$ cat src/rtl/fpu_op_sequencer.sv
// fpu_op_sequencer: single-outstanding command sequencer for the FPU datapath.
// Single-cycle units are sampled in their ISSUE cycle. Divider and sqrt get a
// start pulse, are waited on with a bounded counter, and are cancelled on timeout.
// Every command returns one response; irq pulses on abnormal responses.
module fpu_op_sequencer #(
   parameter int TIMEOUT = 64
) (
   input  logic        clk,
   input  logic        rst,
   input  logic        cmd_valid,
   output logic        cmd_ready,
   input  logic [3:0]  cmd_op,
   input  logic [1:0]  cmd_sub,
   input  logic [2:0]  cmd_frm,
   output logic [10:0] fpu_sel,
   output logic [1:0]  fpu_op,
   output logic [2:0]  fpu_frm,
   output logic [1:0]  fpu_start,
   output logic        fpu_cancel,
   input  logic [31:0] fpu_result,
   input  logic [4:0]  fpu_exc,
   input  logic        div_done,
   input  logic        sqrt_done,
   output logic        rsp_valid,
   input  logic        rsp_ready,
   output logic [31:0] rsp_data,
   output logic [4:0]  rsp_exc,
   output logic        rsp_illegal,
   output logic        rsp_timeout,
   output logic        busy,
   output logic        irq
);

   typedef enum logic [1:0] {
      S_IDLE  = 2'd0,
      S_ISSUE = 2'd1,
      S_WAIT  = 2'd2,
      S_RESP  = 2'd3
   } state_t;

   // Counter value in the last WAIT cycle before the abort edge.
   localparam logic [15:0] CNT_LAST = 16'(TIMEOUT - 1);

   // Unit index beyond sqrt, or a sign-inject/compare with the reserved sub-op.
   function automatic logic cmd_is_illegal(input logic [3:0] op, input logic [1:0] sub);
      cmd_is_illegal = (op > 4'd10) || (((op == 4'd1) || (op == 4'd2)) && (sub == 2'd3));
   endfunction

   state_t      state_q, state_d;
   logic [3:0]  op_q, op_d;
   logic [1:0]  sub_q, sub_d;
   logic [2:0]  frm_q, frm_d;
   logic [15:0] cnt_q, cnt_d;
   logic [31:0] data_q, data_d;
   logic [4:0]  exc_q, exc_d;
   logic        illegal_q, illegal_d;
   logic        timeout_q, timeout_d;
   logic        cancel_q, cancel_d;
   logic        irq_q, irq_d;
   logic        done_match_s;

   // State and response registers with synchronous reset.
   always_ff @(posedge clk) begin
      if (rst) begin
         state_q   <= S_IDLE;
         op_q      <= 4'd0;
         sub_q     <= 2'd0;
         frm_q     <= 3'd0;
         cnt_q     <= 16'd0;
         data_q    <= 32'd0;
         exc_q     <= 5'd0;
         illegal_q <= 1'b0;
         timeout_q <= 1'b0;
         cancel_q  <= 1'b0;
         irq_q     <= 1'b0;
      end else begin
         state_q   <= state_d;
         op_q      <= op_d;
         sub_q     <= sub_d;
         frm_q     <= frm_d;
         cnt_q     <= cnt_d;
         data_q    <= data_d;
         exc_q     <= exc_d;
         illegal_q <= illegal_d;
         timeout_q <= timeout_d;
         cancel_q  <= cancel_d;
         irq_q     <= irq_d;
      end
   end

   // Next-state, command latch, wait counter and response capture.
   always_comb begin
      state_d   = state_q;
      op_d      = op_q;
      sub_d     = sub_q;
      frm_d     = frm_q;
      cnt_d     = cnt_q;
      data_d    = data_q;
      exc_d     = exc_q;
      illegal_d = illegal_q;
      timeout_d = timeout_q;
      cancel_d  = 1'b0;
      done_match_s = (op_q == 4'd9) ? div_done : sqrt_done;
      case (state_q)
         S_IDLE: begin
            if (cmd_valid) begin
               op_d      = cmd_op;
               sub_d     = cmd_sub;
               frm_d     = cmd_frm;
               data_d    = 32'd0;
               exc_d     = 5'd0;
               timeout_d = 1'b0;
               if (cmd_is_illegal(cmd_op, cmd_sub)) begin
                  illegal_d = 1'b1;
                  state_d   = S_RESP;
               end else begin
                  illegal_d = 1'b0;
                  state_d   = S_ISSUE;
               end
            end else begin
               state_d = S_IDLE;
            end
         end
         S_ISSUE: begin
            cnt_d = 16'd0;
            if ((op_q == 4'd9) || (op_q == 4'd10)) begin
               state_d = S_WAIT;
            end else begin
               data_d  = fpu_result;
               exc_d   = fpu_exc;
               state_d = S_RESP;
            end
         end
         S_WAIT: begin
            cnt_d = cnt_q + 16'd1;
            if (done_match_s) begin
               // Completion takes priority over a coincident timeout.
               data_d  = fpu_result;
               exc_d   = fpu_exc;
               state_d = S_RESP;
            end else if (cnt_q == CNT_LAST) begin
               cancel_d  = 1'b1;
               timeout_d = 1'b1;
               data_d    = 32'd0;
               exc_d     = 5'd0;
               state_d   = S_RESP;
            end else begin
               state_d = S_WAIT;
            end
         end
         S_RESP: begin
            if (rsp_ready) begin
               state_d = S_IDLE;
            end else begin
               state_d = S_RESP;
            end
         end
         default: begin
            state_d = S_IDLE;
         end
      endcase
      // irq is raised only on the transition into RESP, so it lasts one cycle.
      irq_d = (state_q != S_RESP) && (state_d == S_RESP) &&
              (illegal_d || timeout_d || (exc_d != 5'd0));
   end

   // Datapath controls and handshake outputs decoded from the current state.
   always_comb begin
      cmd_ready = 1'b0;
      busy      = 1'b1;
      rsp_valid = 1'b0;
      fpu_sel   = 11'd0;
      fpu_op    = 2'd0;
      fpu_frm   = 3'd0;
      fpu_start = 2'b00;
      case (state_q)
         S_IDLE: begin
            cmd_ready = 1'b1;
            busy      = 1'b0;
         end
         S_ISSUE: begin
            fpu_sel = 11'd1 << op_q;
            fpu_op  = sub_q;
            fpu_frm = frm_q;
            if (op_q == 4'd9) begin
               fpu_start = 2'b01;
            end else if (op_q == 4'd10) begin
               fpu_start = 2'b10;
            end else begin
               fpu_start = 2'b00;
            end
         end
         S_WAIT: begin
            fpu_sel = 11'd1 << op_q;
            fpu_op  = sub_q;
            fpu_frm = frm_q;
         end
         S_RESP: begin
            rsp_valid = 1'b1;
         end
         default: begin
            busy = 1'b1;
         end
      endcase
   end

   assign fpu_cancel  = cancel_q;
   assign irq         = irq_q;
   assign rsp_data    = data_q;
   assign rsp_exc     = exc_q;
   assign rsp_illegal = illegal_q;
   assign rsp_timeout = timeout_q;

endmodule

$ cat config.mk
export PLATFORM = sky130hd
export DESIGN_NAME = fpu_op_sequencer
export DESIGN_NICKNAME = d
export VERILOG_FILES = /design/src/rtl/fpu_op_sequencer.sv
export SDC_FILE = /design/constraint.sdc
export NUM_CORES = 1
export LEC_CHECK = 0
export CORE_ASPECT_RATIO = 0.8
export CORE_MARGIN = 2
export CORE_UTILIZATION = 40
export CTS_CLUSTER_DIAMETER = 30
export DETAILED_ROUTE_END_ITERATION = 8
export MAX_ROUTING_LAYER = met4
export PLACE_DENSITY = 0.74
export SYNTH_ARGS = -nofsm -noshare
export SYNTH_HDL_FRONTEND = slang
export SYNTH_SLANG_ARGS = --single-unit
$ cat constraint.sdc
create_clock -name clk -period 2.5 [get_ports clk]
set_input_delay 0.375 -clock clk [delete_from_list [all_inputs] [get_ports clk]]
set_output_delay 0.375 -clock clk [all_outputs]
set_load 0.01 [all_outputs]
==> results.tsv <==
stage	metric	value	unit
timing	Clock Skews	0.00761	ns
critical_path	Register-to-Register Path Depth	7	
cts	# H-tree levels	3	
layout	ant diodes	0	
yosys	Syn Nets	358	
yosys	Synth Area in Compound Gates	0.188	
power	Int Pwr	2.24	mW
yosys	Simple-Gate Fraction of Synth Area	0.209	
floorplanning	core area	6930	um2
power	Switch Pwr	998	uW
yosys	count of cell types in the netlist	49	
cts	Clk Latency, worst-skew pair	0.35	ns
yosys	largest family of logic cells by synthesized area	simple AND/OR/NAND/NOR gates	
layout	Layout Nets	471	
cts	Clock Path Buffers	2	
grt	largest net degree at the start of global routing	33	
floorplanning	DIE WIDTH	98.9	um
hold_path	worst hold endpoint	frm_q[1]$_SDFFE_PP0P_	
critical_path	FF-to-FF End	rsp_data[13]$_SDFFE_PP0P_	
yosys	Ys Warns	0	
timing	Max Clk Rate	422	MHz
timing	# setup viols final	0	
floorplanning	Rows	27	
yosys	register area share after synthesis	0.473	
timing	WHS	0.455	ns
layout	commonest cells after routing, fill and taps aside	109 x clkdlybuf4s50_1, 67 x dfxtp_1, 37 x a22o_1	
power	P_leak	1.62	nW
timing	slew margin rel.	0.641	
critical_path	Worst EP required	2.12	ns
yosys	number of enable flip-flop cells after synthesis	0	
power	Logic pwr share	0.298	
routing	post-route ant nets	0	
flow_run	max-cap viol count	0	
routing	WL/cell	14.5	um
critical_path	critical path launch point type	flop	
yosys	Synth Area in XOR/XNOR	0.0395	
hold_path	WHS Path Cells	2	
routing	DR DRC count	0	
yosys	Synth area leaders	dfxtp_1 47%, a22o_1 11%, nand2_1 3.9%	
place	placer congestion estimate	0.809	
hold_path	hold_sp	frm_q[1]$_SDFFE_PP0P_	
cts	CTS root buf	clkbuf_8	
power	peak supply drop	574	uV
cts	Num CTS Buffers	9	
place	Port Buffers	113	
power	Pwr Density	752	nW/um2
cts	total clock sinks	68	
hold_path	Hold WC Path Type	flop to flop	
routing	number of vias per cell	5.22	
layout	synth-to-layout area growth	49.6	%
routing	initial drt markers	89	
yosys	post-synth top area cell	dfxtp_1	
routing	Post-Route WL	7320	um
timing	Final Max Slew Viols	0	
power	switch share	0.308	
floorplanning	Die ar.	7900	um2
critical_path	CP Class	flop to output port	
yosys	mux share of post-synthesis cell area	0.0135	
critical_path	Arr. time, crit path	1.99	ns
status	run status	complete, no violations	
cts	setup bufs post-CTS	0	
critical_path	CP Max Fanout	11	
timing	Final min period	2.37	ns
critical_path	CP endpoint kind	output port	
yosys	Synth Cell Area	2880	um2
yosys	Synth Register Bits	68	
power	sequential power share	0.389	
grt	antenna violations before repair	0	
yosys	cell count after synthesis	300	
timing	endpoints failing hold	0	
routing	drt first pass iters	4	
timing	RSZ-0062 raised after global routing	no	
yosys	adder-cell share of the synthesized area	0.0261	
grt	GRT Total Usage	0.191	
power	clock group share of total power	0.313	
place	dpl hpwl	5260	um
yosys	Primary FF master, synth	dfxtp_1	
timing	Tcrit/Tclk final	0.948	
cts	post-cts sizing count	2	
floorplanning	Die H	79.9	um
cts	CTS Hold Bufs	0	
cts	TritonCTS clock tree	built	
timing	Fin Setup TNS	0	ns
floorplanning	initial core utilization	0.416	
grt	GRT overflow	0	
grt	vias in the first global route	2570	
power	total chip power	3.24	mW
layout	most common cell after layout, fill and taps aside	clkdlybuf4s50_1	
yosys	Async S/R FF share, synth	0	
yosys	Synth Area per Inst	9.60	um2
critical_path	FF-to-FF Start	cnt_q[0]$_SDFFE_PP0P_	
grt	first-pass GRT wire length	11900	um
yosys	area share of the largest cell type after synthesis	0.473	
layout	share of cells above drive strength 1	0.0813	
floorplanning	Top Ports	114	
critical_path	Reg2Reg Setup Slack	0.38	ns
routing	via count	2634	
timing	worst slew pin tran	0.539	ns
cts	Worst-path clk slew	0.08	ns
worst max path at each step:
| stage | from | end | cells after the start |
|---|---|---|---|
| 6_report | op_q[2]$_SDFFE_PP0P_ | fpu_sel[4] | 3 |
| 5_1_grt | state_q[1]$_SDFF_PP0_ | fpu_start[0] | 5 |
| 4_1_cts | state_q[0]$_SDFF_PP0_ | fpu_frm[1] | 5 |
| 3_5_place_dp | state_q[0]$_SDFF_PP0_ | fpu_sel[9] | 5 |
| 3_3_place_gp | fpu_exc[3] | irq$_SDFF_PP0_ | 6 |
| 2_1_floorplan | state_q[0]$_SDFF_PP0_ | fpu_sel[9] | 6 |
cell type report:
cell class	count	area (um2)
fillers	585	2620
clock inverters	7	98.8
clock buffers	9	124
multi-input cells	207	1390
inverters	7	26.3
well taps	87	109
flip-flops and latches	68	1360
repair buffers	120	1200
routing by layer:
layer | part of all wire | GRT usage
met1 | 0.46 | 0.242
met2 | 0.45 | 0.295
met3 | 0.074 | 0.0683
met4 | 0.0081 | 0.0452
met5 | 0 | -
sequential cells by signal, indices dropped and copies added (netlist names), 2 cells and up:
signal / cells
cnt_q: 16
frm_q: 3
op_q: 4
rsp_data: 32
rsp_exc: 5
state_q: 2
sub_q: 2
stage by stage:
| step | std cells | worst slack [ns] | area (um2) | util |
|---|---|---|---|---|
| after detailed placement | 489 | 0.239 | 4060 | 0.587 |
| after global routing | 505 | 0.00730 | 4310 | 0.622 |
| final | 505 | 0.130 | 4310 | 0.622 |
| after global placement | 489 | 0.342 | 4060 | 0.587 |
| after floorplan | 300 | 0.289 | 2880 | - |
| after CTS | 505 | 0.00355 | 4280 | 0.618 |
worst max-delay path, cell delays in order (launching register included):
cell	delay, ns
dfxtp_1	0.51
or3b_2	0.49
nor2_1	0.10
clkdlybuf4s50_1	0.54
cells by family (layout without fill, tap and decap cells):
family	Yosys count	after routing
AO/OA/AOI/OAI	72	72
XOR/XNOR	13	13
adder cells (fa/ha/maj)	6	6
buffers and inverters	25	143
flip-flops	68	68
multiplexers	3	3
AND/OR/NAND/NOR	113	113
cells in the mapped netlist (all sizes together) (2+ instances only):
cell	number
inv	7
nand4	7
nor3	7
or4	2
and2	8
o21ai	5
nand2	30
o21bai	2
nor3b	2
nor2	28
clkbuf	8
xnor2	3
and4bb	3
a22o	37
nand2b	5
buf	10
ha	6
nor4	6
or3	4
mux2i	2
xor2	10
nand3b	3
a21oi	19
dfxtp	68
power by group through the flow:
stage | clock network [mW] | logic (mW) | registers, mW
2_1_floorplan | 0 | 0.511 | 1.29
3_3_place_gp | 0 | 0.924 | 1.28
3_5_place_dp | 0 | 0.934 | 1.28
4_1_cts | 1.04 | 0.939 | 1.26
5_1_grt | 1.08 | 1.06 | 1.28
6_report | 1.01 | 0.966 | 1.26
Power figures use the tool's default switching activity.
